### src/rtl/deser_pkg.sv
// Shared definitions for the receive deserializer and its comma detector.
//   K28_5_RDN / K28_5_RDP : the two running-disparity encodings of K28.5
//   SYM_W                 : 10b symbol width
//   deser_state_t         : alignment state machine encoding
package deser_pkg;

   localparam int SYM_W = 10;
   localparam logic [SYM_W-1:0] K28_5_RDN = 10'h0FA;
   localparam logic [SYM_W-1:0] K28_5_RDP = 10'h305;

   typedef enum logic [1:0] {
      SEARCH = 2'd0,
      CHECK  = 2'd1,
      LOCKED = 2'd2
   } deser_state_t;

endpackage

### src/rtl/detector_comma.sv
// Combinational K28.5 comma detector.  Kept as its own block so the
// 10b/8b decoder can reuse exactly the same comma definition.
// Ports:
//   W       in  10  candidate symbol, oldest bit in W[9]
//   isComma out  1  W is K28.5 of either running disparity
module detector_comma
   import deser_pkg::*;
(
   input  logic [SYM_W-1:0] W,
   output logic             isComma
);

   assign isComma = (W == K28_5_RDN) || (W == K28_5_RDP);

endmodule

### src/rtl/deserializador.sv
// Serial-to-parallel converter with K28.5 comma alignment.
// Hunts for a comma, confirms LOCK_CNT consecutive aligned commas, then
// emits one aligned 10b symbol every 10 cycles.  UNLOCK_CNT consecutive
// misaligned commas while locked force a new search.
// Optional feature: define DESER_ERRCNT_EN to add the errCnt port, a
// saturating count of misaligned commas seen in CHECK or LOCKED.
// Ports:
//   clkRx    in   1  receive clock, posedge
//   rst      in   1  synchronous active-high reset
//   dataSync in   1  synchronized serial bit, one per cycle
//   dataOut  out 10  aligned symbol, first received bit in [9]
//   validOut out  1  single-cycle strobe, dataOut holds a new symbol
//   commaOut out  1  with validOut: symbol is K28.5
//   locked   out  1  high in LOCKED
//   errCnt   out  8  misaligned-comma count (DESER_ERRCNT_EN only)
//
// state  | meaning
// SEARCH | hunting for any comma, symbol phase unknown
// CHECK  | phase taken from last comma, counting aligned commas
// LOCKED | phase trusted, symbols delivered at every boundary
module deserializador
   import deser_pkg::*;
#(
   parameter int LOCK_CNT   = 3,
   parameter int UNLOCK_CNT = 2
) (
   input  logic             clkRx,
   input  logic             rst,
   input  logic             dataSync,
   output logic [SYM_W-1:0] dataOut,
   output logic             validOut,
   output logic             commaOut,
   output logic             locked
`ifdef DESER_ERRCNT_EN
  ,output logic [7:0]       errCnt
`endif
);

   localparam logic [3:0] LOCK_N   = 4'(LOCK_CNT);
   localparam logic [3:0] UNLOCK_N = 4'(UNLOCK_CNT);

   deser_state_t     state_q, state_d;
   logic [8:0]       sr_q, sr_d;
   logic [3:0]       bit_cnt_q, bit_cnt_d;
   logic [2:0]       good_q, good_d;
   logic [2:0]       bad_q, bad_d;
   logic [SYM_W-1:0] data_out_q, data_out_d;
   logic             valid_out_q, valid_out_d;
   logic             comma_out_q, comma_out_d;
   logic             locked_q, locked_d;

   logic [SYM_W-1:0] win;
   logic             is_comma;
   logic             boundary;
   logic [3:0]       good_inc;
   logic [3:0]       bad_inc;

   // The window includes the bit currently on dataSync, so a symbol is
   // recognised on the same edge that samples its last bit.
   assign win      = {sr_q, dataSync};
   assign boundary = (bit_cnt_q == 4'd9);
   assign good_inc = {1'b0, good_q} + 4'd1;
   assign bad_inc  = {1'b0, bad_q} + 4'd1;

   detector_comma u_detector_comma (
      .W       (win),
      .isComma (is_comma)
   );

   always_comb begin
      sr_d        = {sr_q[7:0], dataSync};
      bit_cnt_d   = boundary ? 4'd0 : bit_cnt_q + 4'd1;
      state_d     = state_q;
      good_d      = good_q;
      bad_d       = bad_q;
      data_out_d  = data_out_q;
      valid_out_d = 1'b0;
      comma_out_d = comma_out_q;
      locked_d    = locked_q;

      case (state_q)
         SEARCH: begin
            if (is_comma) begin
               bit_cnt_d = 4'd0;
               good_d    = 3'd1;
               bad_d     = 3'd0;
               if (LOCK_N == 4'd1) begin
                  state_d  = LOCKED;
                  locked_d = 1'b1;
               end else begin
                  state_d = CHECK;
               end
            end
         end
         CHECK: begin
            if (boundary) begin
               if (is_comma) begin
                  good_d = good_inc[2:0];
                  if (good_inc == LOCK_N) begin
                     state_d  = LOCKED;
                     locked_d = 1'b1;
                     bad_d    = 3'd0;
                  end
               end else begin
                  state_d = SEARCH;
                  good_d  = 3'd0;
               end
            end else if (is_comma) begin
               // Newer comma wins: restart confirmation at its phase.
               bit_cnt_d = 4'd0;
               good_d    = 3'd1;
            end
         end
         LOCKED: begin
            if (boundary) begin
               data_out_d  = win;
               valid_out_d = 1'b1;
               comma_out_d = is_comma;
               if (is_comma) bad_d = 3'd0;
            end else if (is_comma) begin
               if (bad_inc == UNLOCK_N) begin
                  state_d   = SEARCH;
                  bit_cnt_d = 4'd0;
                  locked_d  = 1'b0;
                  bad_d     = 3'd0;
                  good_d    = 3'd0;
               end else begin
                  bad_d = bad_inc[2:0];
               end
            end
         end
         default: begin
            state_d  = SEARCH;
            locked_d = 1'b0;
         end
      endcase
   end

   always_ff @(posedge clkRx) begin
      if (rst) begin
         state_q     <= SEARCH;
         sr_q        <= '0;
         bit_cnt_q   <= '0;
         good_q      <= '0;
         bad_q       <= '0;
         data_out_q  <= '0;
         valid_out_q <= 1'b0;
         comma_out_q <= 1'b0;
         locked_q    <= 1'b0;
      end else begin
         state_q     <= state_d;
         sr_q        <= sr_d;
         bit_cnt_q   <= bit_cnt_d;
         good_q      <= good_d;
         bad_q       <= bad_d;
         data_out_q  <= data_out_d;
         valid_out_q <= valid_out_d;
         comma_out_q <= comma_out_d;
         locked_q    <= locked_d;
      end
   end

   assign dataOut  = data_out_q;
   assign validOut = valid_out_q;
   assign commaOut = comma_out_q;
   assign locked   = locked_q;

`ifdef DESER_ERRCNT_EN
   logic [7:0] err_cnt_q, err_cnt_d;

   always_comb begin
      err_cnt_d = err_cnt_q;
      if ((state_q != SEARCH) && is_comma && !boundary && (err_cnt_q != 8'hFF))
         err_cnt_d = err_cnt_q + 8'd1;
   end

   always_ff @(posedge clkRx) begin
      if (rst) err_cnt_q <= '0;
      else     err_cnt_q <= err_cnt_d;
   end

   assign errCnt = err_cnt_q;
`endif

endmodule

### config.mk
export PLATFORM = sky130hd
export DESIGN_NAME = deserializador
export DESIGN_NICKNAME = d
export VERILOG_FILES = /design/src/rtl/deser_pkg.sv /design/src/rtl/detector_comma.sv /design/src/rtl/deserializador.sv
export SDC_FILE = /design/constraint.sdc
export NUM_CORES = 1
export LEC_CHECK = 0
export ABC_CLOCK_PERIOD_IN_PS = 3600
export CAP_MARGIN = 20
export CORE_UTILIZATION = 31
export DETAILED_ROUTE_END_ITERATION = 6
export GPL_ROUTABILITY_DRIVEN = 0
export HOLD_SLACK_MARGIN = 0.02
export PLACE_DENSITY_LB_ADDON = 0.1
export SETUP_SLACK_MARGIN = 0.1
export SYNTH_ARGS = -nofsm -noshare
export SYNTH_HDL_FRONTEND = slang
export SYNTH_SLANG_ARGS = --single-unit
### constraint.sdc
create_clock -name clkRx -period 3.6 [get_ports clkRx]
set_clock_uncertainty 0.15 [all_clocks]
set_input_delay 0.72 -clock clkRx [delete_from_list [all_inputs] [get_ports clkRx]]
set_output_delay 0.72 -clock clkRx [all_outputs]
set_load 0.02 [all_outputs]
==> results.cfg <==
[global_route]
grt_pass1_vias = 1263
overflow = 0
antenna_found_initial = 0
grt_max_degree = 28
grt_first_pass_wirelength_um = 6040
grt_usage_pct = 15.1

[logic_synthesis]
synthCells = 179
async_reset_ff_share_pct = 0
ys.flop_type = dfxtp_1
netlist_area_um2 = 1570
ys_warn_count = 0
yosysUniqueCellTypes = 39
ys_seq_area_share_pct = 43.5
syn-num-nets = 192
syn-mean-instance-area_um2 = 8.74
synth_edf_count = 0
synth-seq-cells = 34

[worst_setup_path]
end_kind = flop
critPathSlowestCell = clkdlybuf4s50_1
start_kind = primary input
crit_type = in -> reg
worst-path-max-fanout = 10
arrival_ns = 2.66
crit_chain = clkdlybuf4s50_1 > and4bb_2 > nand4_1 > and2_1 > o21ai_0 > a41oi_1 > o21ba_2
cp.required_ns = 3.69
slowest_delay_ns = 0.52

[sta]
slew_headroom_pct = 64.9
period_share_pct = 71.4
worst_pin_slew_ns = 0.522
final.setup.tns_ns = 0
setup_viol = 0
fmax_ghz = 0.389
hold_viol_final = 0
fin_crit_ns = 2.57
drv_slew = 0
rsz0062_at_grt = no

[final_layout]
layout_common_cells = 34 x dfxtp_1, 30 x nand2_1, 19 x a21oi_1
final_cells = 263
num_antenna_cells = 0
fill_cells = 485
nets = 208
drive_above_1_share_pct = 7.14
mostFrequentLayoutCell = dfxtp_1
area_delta_synth_final_pct = 19.3
multi_input_area_um2 = 813
seq_area_um2 = 681

[clock_tree]
clock_path_buffers = 2
hold_buffers = 0
cts_inserted_buffers = 5
root_buffer = clkbuf_8
cts.sink_count = 34
clk_pin_slew_ns = 0.07
h-tree-depth = 2
post-cts-setup-buffers = 0
post_cts_resized = 0
cts_tree = done
clock_latency_ns = 0.29

[floorplanning]
start_util_pct = 32.7
die_height_um = 73.1
io_pins = 16
fp.dieW_um = 73.1
num_rows = 25
dieArea_um2 = 5340
coreArea_um2 = 4790

[pwr]
peakVddDrop_mv = 0.209
total_power_mw = 0.759
power.density_nw_per_um2 = 406
leakage_nw = 0.662

[placed_design]
dp_cells = 255
numPortBuffers = 15
dpl.hpwl_um = 2550

[flow_run]
cap_violations = 0

[outcome]
outcome = finished, final reports clean

[detailed_routing]
dr.pass1.iters = 4
post-route-drc-count = 0
viasPerCell = 4.93
num_vias = 1297
drt_iter0_drc = 101
wl_um = 3520
postRouteAntennaNets = 0
wl_per_cell_um = 13.4

[min_path]
hold_class = reg -> reg
-- where the power goes --
part / switching (mW) / internal [mW]
clock network: 0.144 / 0.154
logic: 0.0397 / 0.0273
registers: 0.00861 / 0.386
total: 0.192 / 0.567
-- registers in the layout, summed over array words and instances, names as in the netlist --
register / cells
validOut: 1
dataOut: 10
locked: 1
state_q: 2
commaOut: 1
bit_cnt_q: 4
sr_q: 9
bad_q: 3
good_q: 3
-- cells by family after synthesis --
| kind of cell | after synthesis | synth area share, % |
|---|---|---|
| compound gates | 41 | 16.5 |
| xor+xnor | 2 | 1.12 |
| fa+ha+maj | 10 | 7.99 |
| buf+inv | 17 | 4.56 |
| flops | 34 | 43.5 |
| mux | 1 | 0.640 |
| simple gates | 74 | 25.7 |
-- path summary, 6_finish.rpt --
kind                            cells past startpoint  slack (ns)         start          to
worst max-delay path                                7        1.03      dataSync    bad_q[2]
worst min-delay path                                2        0.31    dataOut[2]  dataOut[2]
worst max register to register                      8        1.47  bit_cnt_q[1]   good_q[2]
worst min register to register                      2        0.31    dataOut[2]  dataOut[2]
-- routing by layer --
| layer | wire [um] | GRT usage, % | vias to the layer above |
|---|---|---|---|
| met5 | 0 | 0 | - |
| met1 | 1880 | 21.8 | 606 |
| met4 | 73 | 7.84 | 0 |
| met2 | 1460 | 20.8 | 25 |
| li1 | - | - | 658 |
| met3 | 109 | 3.31 | 8 |
-- synth_stat cells, drive strengths merged (3+ instances only) --
cell | count | area (um2)
and4bb | 3 | 37.5
dfxtp | 34 | 681
nand2 | 30 | 113
o21ai | 7 | 35.0
nor2 | 7 | 26.3
and2 | 3 | 18.8
ha | 10 | 125
a41oi | 3 | 26.3
a21oi | 19 | 95.1
nor3 | 6 | 30.0
inv | 10 | 37.5
clkbuf | 6 | 22.5
nor2b | 9 | 56.3
-- critical path, delay by kind of cell --
kind,cells,cell delay [ns]
buf+inv,1,0.52
simple gates,3,0.71
compound gates,3,0.71
-- through the flow --
step	utilization [%]	setup WS (ns)	hold slack [ns]	area, um2
floorplan	-	1.47	0.286	1570
global placement	37.0	0.832	0.295	1770
detailed placement	37.0	0.741	0.298	1770
CTS	39.0	1.04	0.309	1870
global route	39.0	0.918	0.333	1870
finish	39.0	1.03	0.308	1870
-- area by class of cell --
type	instances	area share (%)
well taps	67	4.49
inverters	10	2.01
multi-input cells	128	43.5
clock inverters	2	0.670
clock buffers	6	4.42
flip-flops and latches	34	36.4
repair buffers	16	8.44
Note: power is estimated with default switching activity, not from simulation.
